===== src/rtl/shift_add_mult_ctrl.sv =====
// Sequential 4x4 unsigned shift-add multiplier: one 4-bit ripple adder reused over
// four iterations, with a start strobe, busy flag, one-cycle done pulse and held product.
module shift_add_mult_ctrl (
  input  logic       clk,
  input  logic       rst_n,
  input  logic       start,
  input  logic [3:0] multiplicand,
  input  logic [3:0] multiplier,
  output logic       busy,
  output logic       done,
  output logic [7:0] product
);

  typedef enum logic [1:0] {StIdle, StCalc, StDone} state_e;

  state_e      r_state;
  logic [3:0]  r_m;
  logic [3:0]  r_a;
  logic [3:0]  r_q;
  logic [1:0]  r_count;
  logic        r_busy;
  logic        r_done;
  logic [7:0]  r_product;

  logic [3:0]  w_addend;
  logic [3:0]  w_sum;
  logic [4:0]  w_carry;
  logic        w_cout;
  logic [3:0]  w_a_next;
  logic [3:0]  w_q_next;

  // Shared 4-bit ripple adder (no carry-in); its carry-out is the only overflow bit.
  always_comb begin
    w_addend   = r_q[0] ? r_m : 4'h0;
    w_carry    = '0;
    w_sum      = '0;
    for (int i = 0; i < 4; i++) begin
      w_sum[i]       = r_a[i] ^ w_addend[i] ^ w_carry[i];
      w_carry[i + 1] = (r_a[i] & w_addend[i]) | (w_carry[i] & (r_a[i] ^ w_addend[i]));
    end
    w_cout = w_carry[4];
  end

  // {C,A,Q} <= {cout,sum,Q} >> 1; C always ends up zero, so it is not stored separately.
  assign w_a_next = {w_cout, w_sum[3:1]};
  assign w_q_next = {w_sum[0], r_q[3:1]};

  always_ff @(posedge clk or negedge rst_n) begin
    if (!rst_n) begin
      r_state   <= StIdle;
      r_m       <= '0;
      r_a       <= '0;
      r_q       <= '0;
      r_count   <= '0;
      r_busy    <= 1'b0;
      r_done    <= 1'b0;
      r_product <= '0;
    end else begin
      unique case (r_state)
        StIdle: begin
          r_done <= 1'b0;
          if (start) begin
            r_m     <= multiplicand;
            r_q     <= multiplier;
            r_a     <= '0;
            r_count <= '0;
            r_busy  <= 1'b1;
            r_state <= StCalc;
          end
        end
        StCalc: begin
          r_a     <= w_a_next;
          r_q     <= w_q_next;
          r_count <= r_count + 2'd1;
          if (r_count == 2'd3) begin
            r_product <= {w_a_next, w_q_next};
            r_busy    <= 1'b0;
            r_done    <= 1'b1;
            r_state   <= StDone;
          end
        end
        StDone: begin
          r_done  <= 1'b0;
          r_state <= StIdle;
        end
        default: begin
          r_busy  <= 1'b0;
          r_done  <= 1'b0;
          r_state <= StIdle;
        end
      endcase
    end
  end

  assign busy    = r_busy;
  assign done    = r_done;
  assign product = r_product;

endmodule


===== config.mk =====
export PLATFORM = sky130hd
export DESIGN_NAME = shift_add_mult_ctrl
export DESIGN_NICKNAME = d
export VERILOG_FILES = /design/src/rtl/shift_add_mult_ctrl.sv
export SDC_FILE = /design/constraint.sdc
export NUM_CORES = 1
export LEC_CHECK = 0
export CAP_MARGIN = 20
export CORE_MARGIN = 10
export CORE_UTILIZATION = 45
export DETAILED_ROUTE_END_ITERATION = 7
export PLACE_DENSITY = 0.72
export SLEW_MARGIN = 20
export SYNTH_ARGS = -nofsm -noshare
export SYNTH_HDL_FRONTEND = slang
export SYNTH_SLANG_ARGS = --single-unit

===== constraint.sdc =====
create_clock -name clk -period 2 [get_ports clk]
set_input_delay 0.4 -clock clk [delete_from_list [all_inputs] [get_ports clk]]
set_output_delay 0.4 -clock clk [all_outputs]
set_load 0.05 [all_outputs]

* Yosys cells after proc, flatten, opt, wreduce, memory -nomap -nowiden
Cells that the tools add are included.
** Operators by class
- Add/subtract/negate cells :: 1
- Reductions and logical operators :: 7
- Bitwise operators :: 18
- Equality and inequality tests :: 5
- Multiplexer cells :: 15
** Operators by type and width (number)
- $pmux W4 S2 :: 2
- $mux W4 :: 3
- $pmux W2 S2 :: 2
- $reduce_and A2 Y1 :: 4
- $and A1 B1 Y1 :: 7
- $xor A1 B1 Y1 :: 7
- $mux W2 :: 3
- $eq A2 B2 Y1 const B :: 2
- $mux W1 :: 4
- $ne A2 B2 Y1 const B :: 2
- $or A1 B1 Y1 :: 3
- $pmux W1 S3 :: 1
- $reduce_and A3 Y1 :: 1
- $add A2 B1 Y2 const B :: 1
- $eq A2 B1 Y1 const B :: 1
- $logic_not A2 Y1 :: 1
- $reduce_bool A2 Y1 :: 1
- $not A1 Y1 :: 1
** Storage, ports and cells
- Bits in registers :: 26
- Output and inout bits :: 10

* Longest topological paths before layout
Gate-level depths: netlist (run 1).
- Depth after elaboration :: 9
- Depth in mapped cells :: 7
- Gate-level depth less buffers :: 7

* Least setup slack after synthesis (run 1)
Ideal clock, no wire load.
- Path kind :: register -> register
- Start :: register r_q[0]
- End :: register r_product[6], in the netlist product[6]
- Path slack :: -92 ps
- Arrival :: 1965 ps
- Data required time :: 1873 ps
- Cell stages (with the launch flop) :: 8
- Cells stage by stage :: dfrtp_1 and2_1 ha_1 inv_1 fa_1 fa_1 fa_1 o21ai_0
** Between the ends
- Longest elaborated chain between the ends :: 7
** Ends and longest elaborated chain
- from (decl) :: line 19 : logic [3:0] r_q;
- from (signal assigned) :: line 64 : r_q <= multiplier;
- from (signal assigned) :: line 73 : r_q <= w_q_next;
- $mux W4 * :: line 34 : w_addend = r_q[0] ? r_m : 4'h0;
- $and A1 B1 Y1 or $xor A1 B1 Y1 (tied branches) :: line 39 : w_carry[i + 1] = (r_a[i] & w_addend[i]) | (w_carry[i] & (r_a[i] ^ w_addend[i]));
- $and A1 B1 Y1 :: line 39
- $or A1 B1 Y1 :: line 39
- $and A1 B1 Y1 :: line 39
- $or A1 B1 Y1 :: line 39
- $xor A1 B1 Y1 * :: line 38 : w_sum[i] = r_a[i] ^ w_addend[i] ^ w_carry[i];
- to (signal assigned) :: line 76 : r_product <= {w_a_next, w_q_next};
- to (decl) :: line 23 : logic [7:0] r_product;
Mark *: on every way between the ends. The rest lies on a longest branch, timed or not.
A chain may end at the register's enable or synchronous reset.

* Final worst setup path (run 1)
- Start :: register r_m[0]
- End :: register r_a[2]
** Between the ends
- Longest elaborated chain between the ends :: 8
** Ends and longest elaborated chain
- from (decl) :: line 17 : logic [3:0] r_m;
- from (signal assigned) :: line 63 : r_m <= multiplicand;
- $mux W4 :: line 34
- $and A1 B1 Y1 (2 in a row) :: line 39
- $or A1 B1 Y1 :: line 39
- $and A1 B1 Y1 :: line 39
- $or A1 B1 Y1 :: line 39
- $xor A1 B1 Y1 :: line 38
- $pmux W4 S2 :: line 59 : unique case (r_state)
- to (signal assigned) :: line 72 : r_a <= w_a_next;
- to (decl) :: line 18 : logic [3:0] r_a;
No other way between the ends.

==> results of run 1 <==
## worst max-delay path, stage by stage, from the launching register on
cell     delay, ps
dfrtp_1        370
and2_1         120
ha_1           130
inv_1           50
fa_2           340
fa_2           340
fa_1           500
o21ai_1         70
## logic make-up (layout without fill, tap and decap cells)
group                      after synthesis  after routing  share of synthesized area
and+or+nand+nor                         24             24                      0.117
muxes                                    8              8                     0.0774
buffers and inverters                   11             35                     0.0462
AOI/OAI and AO/OA                       25             25                      0.127
DFF                                     26             26                      0.559
adders and majority gates                5              5                     0.0731
## routing by layer
metal,vias to the layer above,GRT usage
met3,5,0.0209
met1,368,0.107
met5,-,0
li1,387,-
met2,12,0.139
met4,0,0.0645
## cell usage after synthesis, drive strengths merged
cell	instances	share of area
inv	8	0.026
nor2	5	0.023
and2	1	0.0054
ha	2	0.022
nor2b	1	0.0054
fa	3	0.052
mux2	8	0.077
o21ai	11	0.051
a32o	1	0.0086
nand2b	2	0.013
nand2	13	0.042
dfrtp	26	0.56
or4b	1	0.012
a21oi	6	0.029
buf	3	0.020
o21bai	1	0.0065
nand3b	1	0.017
o22ai	6	0.032
## report_power, final
group | internal, mW | switching (mW)
Sequential | 0.770 | 0.176
Clock | 0.111 | 0.155
Combinational | 0.525 | 0.750
Total | 1.41 | 1.08
## worst max-delay path by stage
stage	startpoint	end
2_1_floorplan	r_q[0]$_DFFE_PN0P_	product[6]$_DFFE_PN0P_
3_3_place_gp	r_q[0]$_DFFE_PN0P_	r_a[2]$_DFFE_PN0P_
3_5_place_dp	r_m[0]$_DFFE_PN0P_	r_a[2]$_DFFE_PN0P_
4_1_cts	r_m[0]$_DFFE_PN0P_	product[6]$_DFFE_PN0P_
5_1_grt	r_m[0]$_DFFE_PN0P_	r_a[2]$_DFFE_PN0P_
6_report	r_m[0]$_DFFE_PN0P_	r_a[2]$_DFFE_PN0P_
## cell usage in the layout, fill, tap and decap left out, types with 2 or more instances in the layout
| master | count |
|---|---|
| dfrtp_1 | 26 |
| clkdlybuf4s50_1 | 20 |
| nand2_1 | 13 |
| inv_1 | 8 |
| mux2_2 | 8 |
| o21ai_0 | 7 |
| o22ai_1 | 6 |
| a21oi_1 | 5 |
| nor2_1 | 4 |
| o21ai_1 | 3 |
| clkbuf_4 | 3 |
| buf_4 | 3 |
| fa_2 | 2 |
| ha_1 | 2 |
## registers in the layout, summed over array words and instances, names as in the netlist
signal	count
busy	1
done	1
product	8
r_a	4
r_count	2
r_m	4
r_q	4
r_state	2
## area by class of cell
cell class / count / area (um2)
fillers: 220 / 1040
flip-flops and latches: 26 / 651
multi-input cells: 62 / 464
repair buffers: 23 / 223
well taps: 30 / 37.5
clock buffers: 4 / 36.3
inverters: 8 / 30.0
## through the flow
stage | util | worst slack [ps] | cell area, um2 | instances
2_1_floorplan | - | -9.37 | 1170 | 99
3_3_place_gp | 0.567 | 16.4 | 1410 | 149
3_5_place_dp | 0.567 | -59.5 | 1410 | 149
4_1_cts | 0.582 | -42.9 | 1440 | 153
5_1_grt | 0.582 | -125 | 1440 | 153
6_report | 0.582 | -35.9 | 1440 | 153
==> results.md, run 1 <==
- Overflow after GRT: 0
- LEAKAGE: 0.629 nW
- ANT nets after route: 0
- Detail Placement HPWL: 1670 um
- Element type at the critical path end: flip-flop
- Met1 Wirelength: 999 um
- PostCTS Resize Cnt: 1
- Worst-path clk slew: 140 ps
- DR WL/cell: 14.4 um
- WP data required: 2210 ps
- RR Endpoint: r_a[2]$_DFFE_PN0P_
- DIE AREA: 5020 um2
- Vias in the first global route: 754
- Failing checks: setup timing
- WS Path Type: reg2reg
- Core Rows: 18
- Final hold violations: 0
- DIE WIDTH: 70.9 um
- Maximum Capacitance Violations: 0
- Tcrit/Tclk final: 1.02
- Power Total: 2.49 mW
- DRT Wirelength: 2210 um
- Area Growth Syn to Fin: 23.9%
- Setup bufs post-CTS: 0
- Starting density of the core: 0.470
- Iter 0 DRT Violations: 46
- Yosys warnings: 0
- Setup TNS: -51.2 ps
- Worst R2R Setup Slack: -40 ps
- Worst R2R Path Depth: 7
- CTS H-tree depth: 1
- Synthesized Nets: 115
- Worst vdd ir: 0.939 mV
- Initial antenna violation count: 0
- Final setup viols: 2
- Clock Skew: 2.79 ps
- Slew HR: 0.662
- TritonCTS Buffers: 3
- Worst skew pair latency: 320 ps
- Crit Path Max Fanout: 2
- Final GP Congestion: 0.799
- Outcome: finished with violations
- Crit start category: flip-flop
- Port Buffer Count: 20
- Peak Freq: 0.491 GHz
- Core footprint: 2480 um2
- Via count: 772
- Critical path arrival: 2250 ps
- DR vias/cell: 5.05
- Worst-Margin Slew: 506 ps
- Post-synthesis cell count: 99
- Total global-route track usage: 0.0902
- FF-to-FF Start: r_m[0]$_DFFE_PN0P_
- Root Driver: clkbuf_4
- Hold crit path type: in2async
- Clock Path Buffers: 2
- CTS tree: yes
- Synth cell types: 24
- PwrDens: 1730 nW/um2
- #FFs+latches synth: 26
- Max Slew Vio Count: 0
- Average cell area after synthesis: 11.8 um2
- Largest net degree at the start of global routing: 27
- Top Metal Used: met4
- IO Pins: 21
- Met3 WL: 91 um
- Min Hold Slack: 421 ps
- N_diodes: 0
- Sequential share of the synthesized area: 0.559
- WL met2: 1050 um
- Final Critical Period: 2040 ps
- Synthesized area: 1160 um2
- RSZ-0062 raised after global routing: yes
- # nets final: 140
- Layout cell share with drive strength beyond 1: 0.187
- CTS Hold Bufs: 0
- DR pass1 iterations: 4
- # DRC: 0
- Worst Slack Setup Final: -35.9 ps
- Global-route wire length before repair: 3700 um
- Chip height: 70.9 um
- TritonCTS sink count: 26
Note: power is estimated with default switching activity, not from simulation.
==> run 2, diff against run 1 <==
--- a/config.mk
+++ b/config.mk
@@ -7,9 +7,9 @@
 export LEC_CHECK = 0
 export CAP_MARGIN = 20
 export CORE_MARGIN = 10
-export CORE_UTILIZATION = 45
+export CORE_UTILIZATION = 34
 export DETAILED_ROUTE_END_ITERATION = 7
-export PLACE_DENSITY = 0.72
+export PLACE_DENSITY = 0.57
 export SLEW_MARGIN = 20
 export SYNTH_ARGS = -nofsm -noshare
 export SYNTH_HDL_FRONTEND = slang
==> run 2 against run 1 <==
Against the previous run: the flow still finishes with violations (setup timing); sequential cell count unchanged; fmax is 0.50% higher; sequential share of layout area is 1.6 points lower; combinational power up 3%; non-clock buffer count is the same; via count increased by 4.0%; first-iteration DRC count up 59%; critical path depth did not move; worst hold slack got worse by 17 ps; total power rose by 6.1%.
==> results.md, run 2 (synthesis results as in run 1) <==
- CTS H-tree depth: 1 (unchanged)
- DR WL/cell: 13.6 um (-5.4%)
- Slew HR: 0.662 (about the same)
- DR pass1 iterations: 4 (unchanged)
- RR Endpoint: r_a[2]$_DFFE_PN0P_
- Peak Freq: 0.494 GHz (+0.50%)
- Clock Path Buffers: 2 (unchanged)
- Number of flip-flops under the largest register name: 8 (unchanged)
- CP max stage delay: 510 ps (about the same)
- Worst-Margin Slew: 505 ps (-0.754 ps)
- IO Pins: 21 (unchanged)
- Largest delay contributor family on the critical path: adder cells
- Buf/Inv on CP: 1 (unchanged)
- Element type at the critical path end: flip-flop
- Most common cell after layout, fill and taps aside: dfrtp_1
- Area Growth Syn to Fin: 28.3%
- Worst skew pair latency: 330 ps (about the same)
- Maximum Capacitance Violations: 0 (unchanged)
- N_diodes: 0 (unchanged)
- CTS tree: yes
- Global route hottest layer: met2
- Worst vdd ir: 0.662 mV (-30%)
- Final GP Congestion: 0.799 (about the same)
- Most frequent cells in the layout: dfrtp_1, clkdlybuf4s50_1, nand2_1
- Global-route wire length before repair: 4220 um (+14%)
- Critical Path Most Common Cell: fa_2
- Worst R2R Setup Slack: -30 ps (about the same)
- Starting density of the core: 0.351 (-0.118)
- # DRC: 0 (unchanged)
- Core footprint: 3310 um2 (+34%)
- LEAKAGE: 0.637 nW (+1.3%)
- ANT nets after route: 0 (unchanged)
- Layout cell share with drive strength beyond 1: 0.211 (+0.0244)
- Detail Placement HPWL: 1710 um (+2.6%)
- Worst-path clk slew: 150 ps (about the same)
- Overflow after GRT: 0 (unchanged)
- FF-to-FF Start: r_q[0]$_DFFE_PN0P_
- Final Critical Period: 2030 ps (-10.1 ps)
- Chip height: 78.5 um (+11%)
- DIE AREA: 6160 um2 (+23%)
- Grt met1 use: 0.0987 (-0.00833)
- TritonCTS Buffers: 3 (unchanged)
- Total global-route track usage: 0.0821 (-0.00807)
- Worst R2R Path Depth: 7 (unchanged)
- Root Driver: clkbuf_4
- WP data required: 2230 ps (+20 ps)
- Max Slew Vio Count: 0 (unchanged)
- PwrDens: 1770 nW/um2 (+2.4%)
- Final setup viols: 2 (unchanged)
- Clock Skew: 3.39 ps (+0.601 ps)
- Port Buffer Count: 20 (unchanged)
- Power Total: 2.64 mW (+6.1%)
- Initial antenna violation count: 0 (unchanged)
- RSZ-0062 raised after global routing: yes
- Crit start category: flip-flop
- Failing checks: setup timing
- DRT Wirelength: 2310 um (+4.5%)
- Via count: 803 (+4.0%)
- Largest net degree at the start of global routing: 27 (unchanged)
- Tcrit/Tclk final: 1.01 (-0.00503)
- TritonCTS sink count: 26 (unchanged)
- DR vias/cell: 4.75 (-5.8%)
- Core Rows: 21 (+3)
- Final hold violations: 0 (unchanged)
- Iter 0 DRT Violations: 73 (+59%)
- WS Path Type: reg2reg
- Met2 usage: 0.134 (-0.00542)
- Outcome: finished with violations
- Crit Path Max Fanout: 2 (unchanged)
- # nets final: 140 (unchanged)
- Worst Slack Setup Final: -25.9 ps (+10.1 ps)
- Worst path cell trace: and2_4 -> ha_4 -> inv_2 -> fa_2 -> fa_2 -> fa_1 -> o21ai_1
- Dpl ws: -35.5 ps (+23.9 ps)
- DIE WIDTH: 78.5 um (+11%)
- Vias in the first global route: 877 (+16%)
- Worst path slowest cell: fa_1
- Met3 Use GR: 0.0182 (-0.00270)
- Hold crit path type: in2async
- Setup TNS: -37.0 ps (+14.2 ps)
- Critical path arrival: 2260 ps (about the same)
==> run 2: final cells by class <==
type                            count  area (um2)
Timing Repair Buffer               23         223
Fill cell                         335        1820
Sequential cell                    26         651
Tap cell                           46        57.6
Multi-Input combinational cell     62         479
Clock inverter                      1        30.0
Clock buffer                        3        22.5
Inverter                            8        30.0
==> run 2: worst register-to-register path, stage by stage (launching register included) <==
cell and delay (ps):
dfrtp_1 380, and2_4 150, ha_4 120, inv_2 30, fa_2 330, fa_2 340, fa_1 510, o21ai_1 70
==> run 2: worst max-delay path by stage <==
stage | startpoint | to | slack, ps | cells past startpoint
after detailed placement | r_q[0]$_DFFE_PN0P_ | r_a[2]$_DFFE_PN0P_ | -40 | 7
after floorplan | r_q[0]$_DFFE_PN0P_ | product[6]$_DFFE_PN0P_ | -9 | 7
final | r_q[0]$_DFFE_PN0P_ | r_a[2]$_DFFE_PN0P_ | -30 | 7
after CTS | r_q[0]$_DFFE_PN0P_ | product[6]$_DFFE_PN0P_ | -50 | 7
after global placement | r_q[0]$_DFFE_PN0P_ | r_a[2]$_DFFE_PN0P_ | 10 | 7
after global routing | r_q[0]$_DFFE_PN0P_ | r_a[2]$_DFFE_PN0P_ | -120 | 7
==> run 2: power by group <==
part           switching, mW  total (mW)  internal (mW)
Clock                  0.169       0.372          0.203
Combinational          0.762        1.32          0.556
Sequential             0.180       0.949          0.769
==> run 2: metal layers <==
metal,routed length [um],part of all wire,vias to the layer above
met5,0,0,-
met4,42,0.018,0
met3,106,0.046,6
met2,1170,0.51,21
met1,989,0.43,393
li1,-,-,383
==> run 2: stage by stage <==
| step | hold slack, ps | instance area [um2] | cells | utilization |
|---|---|---|---|---|
| floorplan | 104 | 1170 | 99 | - |
| global placement | 463 | 1430 | 165 | 0.430 |
| detailed placement | 473 | 1430 | 165 | 0.430 |
| CTS | 425 | 1480 | 169 | 0.446 |
| global route | 434 | 1490 | 169 | 0.451 |
| finish | 404 | 1490 | 169 | 0.451 |
==> run 2: timing repair <==
item | 4_1_cts | 5_1_grt
pin swaps | 0 | 1
buffers inserted | 0 | 0
resized for setup | 0 | 7
setup endpoints to repair | 2 | 4
hold buffers | 0 | 0
